[config.mk]
export PLATFORM = sky130hd
export DESIGN_NAME = uart_rx_deser
export DESIGN_NICKNAME = d
export VERILOG_FILES = /design/src/rtl/uart_pkg.sv /design/src/rtl/sync_2ff.sv /design/src/rtl/uart_rx_deser.sv
export SDC_FILE = /design/constraint.sdc
export NUM_CORES = 1
export LEC_CHECK = 0
export ABC_CLOCK_PERIOD_IN_PS = 2900
export CAP_MARGIN = 20
export CORE_UTILIZATION = 51
export CTS_CLUSTER_DIAMETER = 60
export DETAILED_ROUTE_END_ITERATION = 8
export GPL_TIMING_DRIVEN = 0
export PLACE_DENSITY = 0.71
export SKIP_LAST_GASP = 1
export SYNTH_ARGS = -nofsm -noshare
export SYNTH_HDL_FRONTEND = slang
export SYNTH_SLANG_ARGS = --single-unit
[constraint.sdc]
create_clock -name CLK -period 2.9 [get_ports CLK]
set_clock_uncertainty 0.2 [all_clocks]
set_input_delay 0.58 -clock CLK [delete_from_list [all_inputs] [get_ports CLK]]
set_output_delay 0.58 -clock CLK [all_outputs]
set_load 0.05 [all_outputs]
[src/rtl/uart_pkg.sv]
// Shared UART definitions: receiver FSM states, frame width and baud divisor helper.
package uart_pkg;

    typedef enum logic [1:0] {
        IDLE,
        START,
        DATA,
        STOP
    } uart_rx_state_t;

    localparam int UART_DATA_BITS = 8;

    // System clocks per serial bit, truncated; shared with the transmitter.
    function automatic int unsigned clks_per_bit(input int unsigned freq, input int unsigned baud);
        return freq / baud;
    endfunction

endpackage

[src/rtl/sync_2ff.sv]
// Generic two-flop synchronizer for asynchronous inputs; resets to all ones.
// Latency: two clk_i cycles from input change to q_o.
module sync_2ff #(
    parameter int WIDTH = 1
) (
    input  logic             clk_i,
    input  logic             rst_i,
    input  logic [WIDTH-1:0] d_i,
    output logic [WIDTH-1:0] q_o
);

    logic [WIDTH-1:0] meta_q;
    logic [WIDTH-1:0] sync_q;

    always_ff @(posedge clk_i or posedge rst_i) begin
        if (rst_i) begin
            meta_q <= '1;
            sync_q <= '1;
        end else begin
            meta_q <= d_i;
            sync_q <= meta_q;
        end
    end

    assign q_o = sync_q;

endmodule

[src/rtl/uart_rx_deser.sv]
// 8N1 UART receiver feeding a single-entry valid/ready output register.
// Byte or error pulse appears one cycle after the stop sample; a full, undrained register drops the new byte.
module uart_rx_deser
    import uart_pkg::*;
#(
    parameter int unsigned CLOCK_FREQUENCY = 500_000_000,
    parameter int unsigned BAUD_RATE       = 115200
) (
    input  logic                      CLK,
    input  logic                      RST,
    input  logic                      UART_RX_DSER,
    output logic [UART_DATA_BITS-1:0] RX_DATA,
    output logic                      RX_VALID,
    input  logic                      RX_READY,
    output logic                      RX_FERR,
    output logic                      RX_OVERRUN
);

    localparam int unsigned      CPB      = clks_per_bit(CLOCK_FREQUENCY, BAUD_RATE);
    localparam int               CNT_W    = $clog2(CPB);
    localparam logic [CNT_W-1:0] CNT_LAST = CNT_W'(CPB - 1);
    localparam logic [CNT_W-1:0] CNT_HALF = CNT_W'(CPB / 2 - 1);

    logic                      rx_s;

    uart_rx_state_t            state_q, state_d;
    logic [CNT_W-1:0]          cnt_q, cnt_d;
    logic [2:0]                bidx_q, bidx_d;
    logic [UART_DATA_BITS-1:0] shift_q, shift_d;
    logic                      frame_done;
    logic                      stop_hi;

    logic [UART_DATA_BITS-1:0] data_q, data_d;
    logic                      valid_q, valid_d;
    logic                      ferr_q, ferr_d;
    logic                      ovr_q, ovr_d;
    logic                      can_load;

    sync_2ff #(
        .WIDTH (1)
    ) u_rx_sync (
        .clk_i (CLK),
        .rst_i (RST),
        .d_i   (UART_RX_DSER),
        .q_o   (rx_s)
    );

    always_ff @(posedge CLK or posedge RST) begin
        if (RST) begin
            state_q <= IDLE;
            cnt_q   <= '0;
            bidx_q  <= '0;
            shift_q <= '0;
        end else begin
            state_q <= state_d;
            cnt_q   <= cnt_d;
            bidx_q  <= bidx_d;
            shift_q <= shift_d;
        end
    end

    always_comb begin
        state_d    = state_q;
        cnt_d      = cnt_q;
        bidx_d     = bidx_q;
        shift_d    = shift_q;
        frame_done = 1'b0;
        stop_hi    = 1'b0;

        case (state_q)
            IDLE: begin
                if (!rx_s) begin
                    state_d = START;
                    cnt_d   = '0;
                end
            end

            // Mid-bit check of the start bit filters short low glitches.
            START: begin
                if (cnt_q == CNT_HALF) begin
                    cnt_d = '0;
                    if (!rx_s) begin
                        state_d = DATA;
                        bidx_d  = '0;
                    end else begin
                        state_d = IDLE;
                    end
                end else begin
                    cnt_d = cnt_q + CNT_W'(1);
                end
            end

            DATA: begin
                if (cnt_q == CNT_LAST) begin
                    cnt_d           = '0;
                    shift_d[bidx_q] = rx_s;
                    bidx_d          = bidx_q + 3'd1;
                    if (bidx_q == 3'd7) begin
                        state_d = STOP;
                    end
                end else begin
                    cnt_d = cnt_q + CNT_W'(1);
                end
            end

            STOP: begin
                if (cnt_q == CNT_LAST) begin
                    cnt_d      = '0;
                    state_d    = IDLE;
                    frame_done = 1'b1;
                    stop_hi    = rx_s;
                end else begin
                    cnt_d = cnt_q + CNT_W'(1);
                end
            end

            default: begin
                state_d = IDLE;
                cnt_d   = '0;
            end
        endcase
    end

    // A byte may land in the same cycle the consumer drains the old one.
    assign can_load = !valid_q || RX_READY;

    always_comb begin
        data_d  = data_q;
        valid_d = valid_q;
        ferr_d  = 1'b0;
        ovr_d   = 1'b0;

        if (valid_q && RX_READY) begin
            valid_d = 1'b0;
        end

        if (frame_done) begin
            if (!stop_hi) begin
                ferr_d = 1'b1;
            end else if (can_load) begin
                data_d  = shift_q;
                valid_d = 1'b1;
            end else begin
                ovr_d = 1'b1;
            end
        end
    end

    always_ff @(posedge CLK or posedge RST) begin
        if (RST) begin
            data_q  <= '0;
            valid_q <= 1'b0;
            ferr_q  <= 1'b0;
            ovr_q   <= 1'b0;
        end else begin
            data_q  <= data_d;
            valid_q <= valid_d;
            ferr_q  <= ferr_d;
            ovr_q   <= ovr_d;
        end
    end

    assign RX_DATA    = data_q;
    assign RX_VALID   = valid_q;
    assign RX_FERR    = ferr_q;
    assign RX_OVERRUN = ovr_q;

endmodule

After elaboration in Yosys (flattened, before gate mapping)
Index checks and enable logic that the tools add are counted.
{"block": "classes", "magnitude_cmp": 2, "n_eq_ne": 12, "multipliers": 0, "add_sub_neg": 2, "n_div": 0, "bitwise": 0, "shift": 0, "reduce_logical": 11, "mux": 31}
{"op": "13-bit 2-to-1 mux", "n": 3}
{"op": "13-bit case mux with 3 select lines", "n": 1}
{"op": "1-bit 2-to-1 mux", "n": 14}
{"op": "13-bit by 1-bit adder with 13-bit output (second input constant)", "n": 1}
{"op": "13-bit by 12-bit == test with 1-bit output (second input constant)", "n": 1}
{"op": "13-bit == test (second input constant)", "n": 1}
{"op": "2-bit 2-to-1 mux", "n": 6}
{"op": "2-bit != test (second input constant)", "n": 6}
{"op": "3-bit 2-to-1 mux", "n": 3}
{"op": "8-bit bitwise mux", "n": 1}
{"op": "2-bit case mux with 4 select lines", "n": 1}
{"op": "3-bit case mux with 2 select lines", "n": 1}
{"op": "5-bit AND reduction", "n": 1}
{"op": "2-bit == test (second input constant)", "n": 2}
{"op": "3-bit by 4-bit less-than comparator with 1-bit output (second input constant)", "n": 1}
{"op": "4-bit AND reduction", "n": 1}
{"op": "3-bit by 1-bit adder with 3-bit output (second input constant)", "n": 1}
{"op": "1-bit demux with 3-bit select", "n": 1}
{"op": "3-bit == test (second input constant)", "n": 1}
{"op": "3-bit by 1-bit >= comparator with 1-bit output (second input constant)", "n": 1}
{"op": "3-bit AND reduction", "n": 1}
{"op": "2-bit by 1-bit == test with 1-bit output (second input constant)", "n": 1}
{"op": "1-bit logical AND", "n": 2}
{"op": "2-bit logical NOT", "n": 1}
{"op": "5 further kinds", "n": 5}
{"block": "word_totals", "mem_count": 0, "wordCells": 68, "regBits": 39, "output_inout_bits": 11, "romBits": 0, "mem_bits_rw": 0, "latchBits": 0}

Depth between registers and ports, before layout
{"block": "depth", "ltp_word": 5, "depth_mapped": 7, "ltp_nobuf": 6}

Hierarchy
A second synthesis with hierarchy kept.
{"block": "unflattened", "cells_unflattened": 177, "area_unflattened_um2": 1915.6}
{"mod": "uart_rx_deser", "instances": 1, "cells_per_inst": 174, "area_per_inst_um2": 1859.3}
{"mod": "sync_2ff", "instances": 1, "cells_per_inst": 3, "area_per_inst_um2": 56.3}

Worst setup path before layout
Ideal clock, no wire load.
{"block": "synth_path", "kind": "register to register", "start": "reg cnt_q[0]", "end": "reg data_q[0] (netlist: RX_DATA[0])", "t_arrival_ns": 1.857, "n_path_buf": 1, "stages_incl_launch_ff": 8, "synth_period_minus_slack_ns": 2.182, "slack_ns": 0.718, "cell_sequence": "dfrtp_1 ha_1 nand4b_4 nor3b_2 nand4_2 nor2b_2 buf_6 mux2_4"}
{"block": "synth_between", "elab_chain_len": 4, "elab_cells_between_ends": 6, "classes_between": "1 x eq/ne; 4 x mux; 1 x reduce/logical"}
{"item": "start: declaration", "line": "uart_rx_deser.sv:27", "text": "logic [CNT_W-1:0] cnt_q, cnt_d;"}
{"item": "start signal: assignment", "line": "uart_rx_deser.sv:56", "text": "cnt_q <= cnt_d;"}
{"item": "13-bit == test (*)", "line": "uart_rx_deser.sv:107", "text": "if (cnt_q == CNT_LAST) begin"}
{"item": "1-bit 2-to-1 mux", "line": "uart_rx_deser.sv:107"}
{"item": "1-bit 2-to-1 mux", "line": "uart_rx_deser.sv:70", "text": "case (state_q)"}
{"item": "3-bit AND reduction (no source line) (*)"}
{"item": "end signal: assignment", "line": "uart_rx_deser.sv:156", "text": "data_q <= data_d;"}
{"item": "end: declaration", "line": "uart_rx_deser.sv:33", "text": "logic [UART_DATA_BITS-1:0] data_q, data_d;"}
Mark *: on every way between the ends. The rest lies on a longest branch, timed or not.
A chain may end at the register's enable or synchronous reset.

Final worst setup path
Ends and elaborated chain as after synthesis.

==> results.yml <==
outcome:
  outcome: "finished, final reports clean"
grt:
  grt_max_degree: 40
  globalRouteTotalUtil_pct: 22.0
  antenna_found_initial: 0
  overflow: 0
  grt_pass1_wl_um: 6820
  grt_pass1_vias: 1421
floorplan:
  num_rows: 22
  io_pins: 15
  die-area_mm2: 0.00412
  die_h_um: 64.2
  initial_utilization_pct: 53.5
  core_area_mm2: 0.00369
  dieWidth_um: 64.2
clocking:
  cts_tree: "yes"
  htree_levels: 2
  cts_sinks: 39
  cts_setup_buffers: 0
  hold_buffers: 0
  post_cts_resize_count: 0
  clk_latency_ns: 0.29
  cts_buffers: 5
  clockBufferDepth: 2
  cts_root_buf: "clkbuf_8"
  clk_pin_slew_worst_paths_ns: 0.07
critical_path:
  path_buf_inv: 1
  reg2reg_depth: 7
  worstPathArrival_ns: 2.41
  slowest_delay_ns: 0.46
  critPathTopFamily: "simple AND/OR/NAND/NOR gates"
  worstPathRequired_ns: 2.88
  slowest_stage: "dfrtp_1"
  r2r_setup_slack_ns: 0.46
  cp_cell_sequence: "ha_1 > nand4b_4 > nor3b_2 > nand4_2 > nor2b_2 > buf_6 > mux2_4"
  r2r_start: "cnt_q[0]"
  cp_max_fo: 8
  end_kind: "flip-flop"
  path_class: "reg -> reg"
  reg2reg_to: "RX_DATA[0]"
  cp-start-kind: "flip-flop"
synth:
  yosysUniqueCellTypes: 43
  synth_seq_cells: 39
  async_flop_share_pct: 100
  synthFlopType: "dfrtp_1"
  synth_fa_ha_area_share_pct: 2.54
  synth-edff-count: 0
  synth_xor_area_share_pct: 0.444
  netlist_instances: 175
  synth_compound_area_share_pct: 6.47
  synthTopCellsByCount: "dfrtp_1 (37), nand2_1 (22), nand3_1 (18)"
  synth_largest_area_cell: "dfrtp_1"
  yosys-top-cells-area: "dfrtp_1 (47%), mux2_1 (6.3%), mux2_4 (6.1%)"
  synth_nets: 183
  syn_area_mm2: 0.00197
  yosys.area_share.simple_pct: 25.7
  synth.top_cell.area_share_pct: 47.0
  muxShareOfSynthArea_pct: 12.9
  synth_top_family_by_area: "simple AND/OR/NAND/NOR gates"
  postSynthAreaPerCell_um2: 11.3
  synth.most_common_cell: "dfrtp_1"
  yosysSeqAreaShare_pct: 49.6
  yosys_warnings: 0
power:
  leakage_nw: 1.09
  cellPowerDensity_mw_per_mm2: 403
  peakVddDrop_mv: 0.322
placed_design:
  gp_congestion: 0.825
  port_buffers: 14
  place_area_mm2: 0.00217
  post-place-ws_ns: 0.487
  dpl.hpwl_um: 2750
route:
  drt-total-wl_um: 3850
  drc: 0
  ant_nets: 0
  drtIter0Drc: 92
  dr.pass1.iters: 4
  vias_per_cell: 5.77
  num_vias: 1414
  wl_per_cell_um: 15.7
finish:
  num-fill-cells: 318
  final_cell_area_mm2: 0.00225
  antenna_cells: 0
  area_growth_syn_to_layout_pct: 14.3
  drive_gt1_share_pct: 14.7
  fin_nets: 204
sta:
  finalSetupViolCount: 0
  final.setup.tns_ns: 0
  rsz0062_at_grt: "false"
  worst_pin_slew_ns: 0.773
  relSlewSlack_pct: 48.4
  timing.final.ws_setup_ns: 0.463
  finalCritPeriodShare_pct: 84.0
  max_freq_ghz: 0.410
  drv_slew: 0
  hold_viol_final: 0
  fin_crit_ns: 2.44
run:
  cap_violations: 0
worst_hold_path:
  hold_path_class: "reg -> reg"
  hp-start: "u_rx_sync.meta_q"
  min_to: "u_rx_sync.q_o"
  whs_path_depth: 0
cell families after synthesis:
logic type,count (synthesis)
fa+ha+maj,4
mux,20
xor+xnor,1
simple gates,82
flops,39
buf+inv,10
compound gates,19
placed cells by master (no fill, tap or decap), types with 2 or more instances in the layout:
cell type,instances
mux2_1,11
and3_1,3
and3b_1,4
nand2_1,22
clkbuf_1,5
clkdlybuf4s50_1,14
mux2_4,8
nand3_1,18
ha_1,4
a31oi_1,5
nor3_1,3
dfrtp_1,37
nor2_1,3
inv_1,4
nor2b_1,3
dfstp_2,2
or2_2,2
nand4_1,5
clkbuf_8,5
and2_1,3
o21ai_0,6
or3_1,5
flip-flops by register name, summed over array words and instances (netlist names), named ones only:
signal / flops
RX_DATA: 8
RX_FERR: 1
RX_OVERRUN: 1
RX_VALID: 1
bidx_q: 3
cnt_q: 13
shift_q: 8
state_q: 1
u_rx_sync.meta_q: 1
u_rx_sync.q_o: 1
per-layer routing:
layer	track usage, %	vias to the layer above	wire [µm]
met3	6.07	7	138
met5	0	-	0
met4	7.50	0	62
li1	-	678	-
met1	28.5	707	1780
met2	35.4	22	1860
report_power, final:
group / internal (mW) / switching, mW
registers: 0.546 / 0.000884
logic: 0.00437 / 0.0121
clock network: 0.169 / 0.176
area by class of cell:
class / instances / area [µm²] / area share (%)
Sequential cell: 39 / 978 / 43.4
Multi-Input combinational cell: 126 / 947 / 42.0
Timing Repair Buffer: 14 / 140 / 6.22
Clock buffer: 7 / 76.3 / 3.39
Tap cell: 48 / 60.1 / 2.67
Buffer: 5 / 27.5 / 1.22
Inverter: 5 / 18.8 / 0.833
Clock inverter: 1 / 5.00 / 0.222
through the flow:
step                power (mW)  std cells  hold slack, ns  util [%]
global placement         0.574        237           0.148      58.9
finish                   0.909        245           0.158      61.1
CTS                      0.919        245           0.159      61.1
floorplan                0.567        175           0.145         -
detailed placement       0.575        237           0.149      58.9
global route             0.946        245           0.165      61.1
how the worst max path moves through the flow:
stage,endpoint,start,cells after the start
after global routing,RX_DATA[0],cnt_q[0],7
after CTS,RX_DATA[6],cnt_q[0],7
after global placement,shift_q[6],RST,2
after detailed placement,RX_DATA[0],cnt_q[0],7
after floorplan,RX_DATA[0],cnt_q[0],7
final,RX_DATA[0],cnt_q[0],7
Note: power is estimated with default switching activity, not from simulation.
